===== config.mk =====
export PLATFORM = sky130hd
export DESIGN_NAME = arb_rr4_ctrl_flat
export DESIGN_NICKNAME = d
export VERILOG_FILES = /design/src/rtl/arb_rr4_ctrl_if.sv /design/src/rtl/arb_rr4_ctrl.sv /design/src/flat_wrapper.sv
export SDC_FILE = /design/constraint.sdc
export NUM_CORES = 1
export LEC_CHECK = 0
export ABC_CLOCK_PERIOD_IN_PS = 4830
export BUFFER_PORTS_ARGS = -buffer_cell sky130_fd_sc_hd__buf_4
export CORE_UTILIZATION = 57
export DETAILED_ROUTE_END_ITERATION = 8
export PLACE_DENSITY = 0.85
export SLEW_MARGIN = 10
export SYNTH_ARGS = -nofsm -noshare
export SYNTH_HDL_FRONTEND = slang
export SYNTH_SLANG_ARGS = --single-unit

===== constraint.sdc =====
create_clock -name clk -period 4.83 [get_ports clk]
set_input_delay 0.966 -clock clk [delete_from_list [all_inputs] [get_ports clk]]
set_output_delay 0.966 -clock clk [all_outputs]
set_load 0.005 [all_outputs]

===== src/rtl/arb_rr4_ctrl_if.sv =====
// arb_rr4_ctrl_if: request/grant bundle between four requesters and the
// round-robin arbiter. The arbiter side uses the slave modport; the
// requester/bench side uses the master modport.
interface arb_rr4_ctrl_if;
    logic [3:0] req;
    logic [3:0] gnt;
    logic [1:0] gnt_idx;
    logic       gnt_vld;
    logic       preempt;

    modport master (
        output req,
        input  gnt,
        input  gnt_idx,
        input  gnt_vld,
        input  preempt
    );

    modport slave (
        input  req,
        output gnt,
        output gnt_idx,
        output gnt_vld,
        output preempt
    );
endinterface


===== src/rtl/arb_rr4_ctrl.sv =====
// arb_rr4_ctrl: four-requester round-robin arbiter with a registered one-hot
// grant, its encoded index and a valid flag. The grant is held until the
// owner drops its request, then handed to the next requester in rotation
// order without an idle cycle.
// Optional feature macro: ARB_TIMEOUT_EN -- adds an 8-bit hold counter that
// forces rotation after MAX_HOLD cycles when another request is pending and
// pulses preempt on that edge. Without it preempt is tied low.
module arb_rr4_ctrl #(
    parameter int MAX_HOLD = 8
) (
    input  logic           clk,
    input  logic           rst_n,
    arb_rr4_ctrl_if.slave  bus
);

    typedef enum logic {ST_IDLE, ST_BUSY} state_t;

    state_t     r_state;
    logic [3:0] r_gnt;
    logic [1:0] r_gnt_idx;
    logic       r_gnt_vld;
    logic [1:0] r_last;

    logic [2:0] w_pick_any;
    logic [2:0] w_pick_oth;
    logic       w_own_req;
    logic       w_timeout;

    if (MAX_HOLD < 1 || MAX_HOLD > 255) begin : g_bad_max_hold
        $error("arb_rr4_ctrl: MAX_HOLD must be within 1..255");
    end

    // Search order last+1, last+2, last+3, last; returns {found, index}.
    function automatic logic [2:0] f_pick(input logic [1:0] i_last, input logic [3:0] i_req);
        logic       found;
        logic [1:0] sel;
        logic [1:0] idx;
        found = 1'b0;
        sel   = i_last;
        for (int i = 1; i <= 4; i++) begin
            idx = i_last + 2'(i);
            if (!found && i_req[idx]) begin
                found = 1'b1;
                sel   = idx;
            end
        end
        return {found, sel};
    endfunction

    function automatic logic [3:0] f_onehot(input logic [1:0] i_idx);
        return 4'b0001 << i_idx;
    endfunction

    // In BUSY, r_last equals the owner index, so searching from r_last with
    // the owner masked out yields the next requester after the owner.
    assign w_pick_any = f_pick(r_last, bus.req);
    assign w_pick_oth = f_pick(r_last, bus.req & ~r_gnt);
    assign w_own_req  = bus.req[r_gnt_idx];

`ifdef ARB_TIMEOUT_EN
    localparam logic [8:0] LP_MAX = 9'(MAX_HOLD);

    logic [7:0] r_cnt;
    logic       r_preempt;
    logic [8:0] w_cnt_nxt;
    logic       w_hit;
    logic       w_new_grant;

    // The edge on which the counter would reach MAX_HOLD is the rotation edge,
    // so an owner keeps the grant for exactly MAX_HOLD cycles under contention.
    assign w_cnt_nxt   = {1'b0, r_cnt} + 9'd1;
    assign w_hit       = (w_cnt_nxt >= LP_MAX);
    assign w_timeout   = (r_state == ST_BUSY) && w_own_req && w_hit && w_pick_oth[2];
    assign w_new_grant = ((r_state == ST_IDLE) && w_pick_any[2]) ||
                         ((r_state == ST_BUSY) && (!w_own_req || w_timeout) && w_pick_oth[2]);

    // Hold counter: cleared on each new grant, saturating at MAX_HOLD; preempt pulse.
    always_ff @(posedge clk or negedge rst_n) begin
        if (!rst_n) begin
            r_cnt     <= 8'd0;
            r_preempt <= 1'b0;
        end else begin
            r_preempt <= w_timeout;
            if (w_new_grant) begin
                r_cnt <= 8'd0;
            end else if (r_state == ST_BUSY) begin
                r_cnt <= w_hit ? LP_MAX[7:0] : w_cnt_nxt[7:0];
            end
        end
    end

    assign bus.preempt = r_preempt;
`else
    assign w_timeout   = 1'b0;
    assign bus.preempt = 1'b0;
`endif

    // Arbitration FSM: grant from IDLE, hold/hand off/release in BUSY.
    always_ff @(posedge clk or negedge rst_n) begin
        if (!rst_n) begin
            r_state   <= ST_IDLE;
            r_gnt     <= 4'b0000;
            r_gnt_idx <= 2'd0;
            r_gnt_vld <= 1'b0;
            r_last    <= 2'd3;
        end else begin
            case (r_state)
                ST_IDLE: begin
                    if (w_pick_any[2]) begin
                        r_gnt     <= f_onehot(w_pick_any[1:0]);
                        r_gnt_idx <= w_pick_any[1:0];
                        r_gnt_vld <= 1'b1;
                        r_last    <= w_pick_any[1:0];
                        r_state   <= ST_BUSY;
                    end
                end
                ST_BUSY: begin
                    if (!w_own_req || w_timeout) begin
                        if (w_pick_oth[2]) begin
                            r_gnt     <= f_onehot(w_pick_oth[1:0]);
                            r_gnt_idx <= w_pick_oth[1:0];
                            r_gnt_vld <= 1'b1;
                            r_last    <= w_pick_oth[1:0];
                        end else begin
                            r_gnt     <= 4'b0000;
                            r_gnt_vld <= 1'b0;
                            r_state   <= ST_IDLE;
                        end
                    end
                end
                default: begin
                    r_state <= ST_IDLE;
                end
            endcase
        end
    end

    assign bus.gnt     = r_gnt;
    assign bus.gnt_idx = r_gnt_idx;
    assign bus.gnt_vld = r_gnt_vld;

endmodule


===== src/flat_wrapper.sv =====
// flat-port wrapper written by rule: the top's interface ports become plain ports
module arb_rr4_ctrl_flat 
#(
    parameter int MAX_HOLD = 8
)
  (clk, rst_n, bus_req, bus_gnt, bus_gnt_idx, bus_gnt_vld, bus_preempt);
  arb_rr4_ctrl_if bus_i ();
  input  logic clk;
  input  logic rst_n;
  input wire logic [$bits(bus_i.req)-1:0] bus_req;
  output wire logic [$bits(bus_i.gnt)-1:0] bus_gnt;
  output wire logic [$bits(bus_i.gnt_idx)-1:0] bus_gnt_idx;
  output wire logic [$bits(bus_i.gnt_vld)-1:0] bus_gnt_vld;
  output wire logic [$bits(bus_i.preempt)-1:0] bus_preempt;
  assign bus_i.req = bus_req;
  assign bus_gnt = bus_i.gnt;
  assign bus_gnt_idx = bus_i.gnt_idx;
  assign bus_gnt_vld = bus_i.gnt_vld;
  assign bus_preempt = bus_i.preempt;
  arb_rr4_ctrl #(.MAX_HOLD(MAX_HOLD)) u_core (.clk(clk), .rst_n(rst_n), .bus(bus_i));
endmodule

Word level (Yosys, flattened, before mapping)
Cells that the tools add are included.
{ "op_classes": {"shift": 2, "n_mux": 49, "n_bitwise": 3, "n_eq_ne": 3, "order_cmp": 5, "reduce_logical": 14, "n_addsub": 3} }
{ "ops": {"columns": ["operator", "n"], "rows": [
  ["2-to-1 mux 1 bit", 22],
  ["2-to-1 mux 2 bit", 11],
  ["binary-select mux 1 bit (select 2 bit)", 9],
  ["< comparator 2 x 3 -> 1 bit, second input constant", 5],
  ["2-to-1 mux 4 bit", 3],
  ["case mux 4 bit (2 select lines)", 1],
  ["left shift 1 x 2 -> 4 bit, first input constant", 2],
  ["logical AND 1 bit", 6],
  ["zero test 1 bit", 6],
  ["adder 2 bit, second input constant", 2],
  ["bitwise AND 4 bit", 1],
  ["inequality test 2 bit, second input constant", 2],
  ["inverter 4 bit", 1],
  ["case mux 1 bit (2 select lines)", 2],
  ["case mux 2 bit (2 select lines)", 1],
  ["AND reduction 3 bit", 1],
  ["adder 2 x 1 -> 2 bit, second input constant", 1],
  ["inequality test 2 x 1 -> 1 bit, second input constant", 1],
  ["AND reduction 2 bit", 1],
  ["inverter 1 bit", 1]
]} }
{ "word_totals": {"output_inout_bits": 8, "input_bits": 6, "wordCells": 84, "ff_bits": 10} }

Longest topological paths before layout
{ "depth": {"word_depth": 18, "ltp_mapped": 5} }

Worst setup path before layout
OpenSTA, ideal clock, no wires.
{ "synth_timing": {"path_type": "input port to flip-flop", "from": "in bus_req[3]", "to": "reg u_core.r_gnt_idx[1], in the netlist u_core.bus.gnt_idx[1]", "arrival_ps": 2218, "path_buffers": 0, "setup_slack_ps": 2478, "cell_stages": 5, "path_cell_list": "mux4_2 > a41oi_2 > o21bai_2 > or3_1 > a21boi_0"} }
{ "synth_between": {"elab_chain_cells": 16, "word_cells_on_any_way": 55, "cone_classes": "eq/ne: 3; mux: 38; bitwise: 1; reduce/logical: 13"} }
{ "synth_lines": {"columns": ["item", "line", "rtl"], "rows": [
  ["start: declaration", "flat_wrapper.sv:10", "input wire logic [$bits(bus_i.req)-1:0] bus_req;"],
  ["bitwise AND 4 bit", "arb_rr4_ctrl.sv:57", "assign w_pick_oth = f_pick(r_last, bus.req & ~r_gnt);"],
  ["binary-select mux 1 bit (select 2 bit)", "arb_rr4_ctrl.sv:42", "if (!found && i_req[idx]) begin"],
  ["2-to-1 mux 1 bit (implied by the code)", "arb_rr4_ctrl.sv:42", null],
  ["2-to-1 mux 1 bit", "arb_rr4_ctrl.sv:42", null],
  ["zero test 1 bit", "arb_rr4_ctrl.sv:42", null],
  ["logical AND 1 bit", "arb_rr4_ctrl.sv:42", null],
  ["2-to-1 mux 1 bit", "arb_rr4_ctrl.sv:42", null],
  ["zero test 1 bit", "arb_rr4_ctrl.sv:42", null],
  ["logical AND 1 bit", "arb_rr4_ctrl.sv:42", null],
  ["2-to-1 mux 1 bit", "arb_rr4_ctrl.sv:42", null],
  ["zero test 1 bit", "arb_rr4_ctrl.sv:42", null],
  ["logical AND 1 bit", "arb_rr4_ctrl.sv:42", null],
  ["2-to-1 mux 2 bit", "arb_rr4_ctrl.sv:42", null],
  ["2-to-1 mux 2 bit", "arb_rr4_ctrl.sv:119", "if (w_pick_oth[2]) begin"],
  ["2-to-1 mux 2 bit", "arb_rr4_ctrl.sv:118", "if (!w_own_req || w_timeout) begin"],
  ["case mux 2 bit (2 select lines)", "arb_rr4_ctrl.sv:107", "case (r_state)"],
  ["end signal: assignment", "arb_rr4_ctrl.sv:111", "r_gnt_idx <= w_pick_any[1:0];"],
  ["end signal: assignment", "arb_rr4_ctrl.sv:121", "r_gnt_idx <= w_pick_oth[1:0];"],
  ["end: declaration", "arb_rr4_ctrl.sv:20", "logic [1:0] r_gnt_idx;"]
]} }
Several ways; a longest one is shown, not always the timed one. The select of a mux whose other input is x is not followed.
A chain may end at the register's enable or synchronous reset.

Worst setup path after layout
Ends and elaborated chain as after synthesis.

==> metrics.txt <==
Die Y 38.1 um; hold buffers post-CTS 0; setup_tns 0 ns; Clk Tree Root Cell clkbuf_4; Switching Fraction between 40 and 50%; Synth async-reset ratio 100%; DP HPWL between 1 and 1.5 mm; Worst Hold Slack 0.509 ns; Int Power around 0.36 mW; antenna-violating nets left 0; flop2flop setup slack about 2.9 ns; Mapped Cells 82; CP Class in2reg; Final nets between 100 and 150; post-synth top area share 27.0%; YS warnings 0; Port Buffers 12; Setup Viol. Count Final 0; routability cong. between 0.8 and 0.9; post-synth top area cell dfrtp_1; Pins Over Slew Limit 0; Slew headroom between 60% and 70%; Leak about 0.37 nW; maximum vdd drop 0.454 mV; # DRC 0; CTS tree done; Worst Path Arrival between 2 and 2.5 ns; Final Power 0.630 mW; CP Data Required Time approximately 5.0 ns; # IOs 14; Post-Syn Area between 700 and 800 um2; Post-synth EDFFs 0; crit path time final about 2.3 ns; Area Overhead vs Synth 17.4%; vias in the first global route roughly 660; Power Dens Cells a little over 700 mW/mm2; Worst Tran Pin Value between 0.5 and 0.6 ns; clk_skew between 0.003 and 0.004 ns; synth top area cells dfrtp_1 27%, dfstp_2 7.1%, a211oi_1 5.1%; Synthesized Nets 88; Avg WL per Cell between 15 and 20 um; Synth Flop Type dfrtp_1; status finished clean; Clock Power Share between 10 and 15%; Die Area ~0.0015 mm2; vias per cell about 6.6; clk sinks 10; clk_lat worst skew between 0.2 and 0.3 ns; f_max 435 MHz; CTS buffer count 3; Max H-tree Level 1; Overflow after GRT 0; Netlist cell types 39; largest net degree at the start of global routing 13; Final Util approximately three quarters; die width between 30 and 40 um; Core ar. 0.00116 mm2; Clock Path Buffers 2; startpoint types primary input; Max-cap violations 0; Tcrit/Tclk final a little under half; mean area per synthesized cell 9.05 um2; # Post-CTS Setup Buffers 0; Gate power share 57.2%; global-route wire length before repair between 2 and 3 mm; routed vias between 700 and 800; GRT Total Usage ~29%; Sequential Power Share 30.7%; drt first pass iters 6; HP Class in2async; fraction of the yosys area taken by sequential cells ~34%; Ant. Diodes 0; antenna violations before repair 0; Synth Register Bits 10; routed wire length around 1.7 mm; critical path capture point type flip-flop; Net Switching 0.272 mW; 1st-iter DRT viols 26; Post-CTS Resized 0; Final Hold Viols 0; RSZ-0062 raised after global routing no; crit-path max FO 7; fraction of layout cells with a size suffix above 1 around a quarter; row cnt 12; Clock Pin Slew Worst Setup and Hold Paths around 0.070 ns; initial core utilization 64.2%
==> flip-flops by register name, summed over array words and instances, names as in the netlist <==
register / flops
u_core.bus.gnt_vld: 1
u_core.r_last: 2
u_core.bus.gnt: 4
u_core.r_state: 1
u_core.bus.gnt_idx: 2
==> cells by family (layout without fill, tap and decap cells) <==
| family | count (synthesis) | in the layout | share of synthesized area, % |
|---|---|---|---|
| DFF | 10 | 10 | 34.1 |
| AOI/OAI and AO/OA | 35 | 35 | 36.4 |
| and+or+nand+nor | 27 | 27 | 20.6 |
| other | 1 | 1 | 0.505 |
| buffers and inverters | 7 | 20 | 4.05 |
| muxes | 2 | 2 | 4.38 |
==> per-stage QoR <==
step / std cells / worst slack (ns) / instance area [um2]
after floorplan: 82 / 2.48 / 742
after global placement: 105 / 2.30 / 835
after detailed placement: 105 / 2.24 / 835
after CTS: 109 / 2.54 / 871
after global routing: 109 / 2.43 / 871
final: 109 / 2.53 / 871
==> worst paths after layout <==
kind	from	endpoint	cells after the start
min reg2reg	u_core.bus.gnt_vld	u_core.bus.gnt_vld	2
min	rst_n	u_core.bus.gnt_idx[1]	1
max	bus_req[3]	u_core.bus.gnt_idx[1]	6
min in group clk	u_core.bus.gnt_vld	u_core.bus.gnt_vld	2
max in group asynchronous	rst_n	u_core.r_last[1]	1
max reg2reg	u_core.r_last[1]	u_core.bus.gnt_idx[1]	5
==> area by class of cell <==
type	instances	area, um2
Sequential cell	10	253
Timing Repair Buffer	12	90.1
Tap cell	14	17.5
Fill cell	87	285
Multi-Input combinational cell	65	459
Inverter	4	15.0
Clock buffer	4	36.3
==> layer usage <==
| metal | GRT usage, % | part of all wire (%) | wire length [um] | vias up |
|---|---|---|---|---|
| met5 | 0 | 0 | 0 | - |
| met4 | 14.3 | 1.9 | 34 | 0 |
| met3 | 5.81 | 7.3 | 128 | 7 |
| met2 | 44.1 | 46 | 800 | 42 |
| met1 | 38.8 | 45 | 786 | 325 |
| li1 | - | - | - | 342 |
==> power groups by stage <==
stage | registers (mW) | clock network (mW) | logic, mW
floorplan | 0.169 | 0 | 0.272
global placement | 0.191 | 0 | 0.351
detailed placement | 0.193 | 0 | 0.358
CTS | 0.192 | 0.0779 | 0.358
global route | 0.201 | 0.0800 | 0.400
finish | 0.193 | 0.0762 | 0.360
==> layout by cell type, fill, tap and decap left out, types with 2 or more instances in the layout <==
master,instances
buf_4,12
dfrtp_1,8
nor2_1,6
nand2b_1,6
nor2b_1,6
a211oi_1,5
o22ai_1,4
inv_1,3
o21ai_0,3
a21oi_1,3
a21boi_0,3
clkbuf_4,3
nand3_1,2
o221a_2,2
a31oi_1,2
a21o_1,2
dfstp_2,2
==> critical path, cell delays in order <==
cell      delay, ns
buf_4          0.13
mux4_2         0.52
a41oi_2        0.19
o21bai_2       0.12
or3_1          0.37
a21boi_0       0.14
==> synth_stat cells, types with 2 or more instances <==
library cell / n
nand3_1: 2
a31oi_1: 2
nor2_1: 6
nand2b_1: 6
o21ai_0: 3
dfstp_2: 2
a21o_1: 2
o221a_2: 2
dfrtp_1: 8
a21oi_1: 3
o22ai_1: 4
a211oi_1: 5
nor2b_1: 6
clkbuf_1: 2
inv_1: 3
a21boi_0: 3
Note: power is estimated with default switching activity, not from simulation.
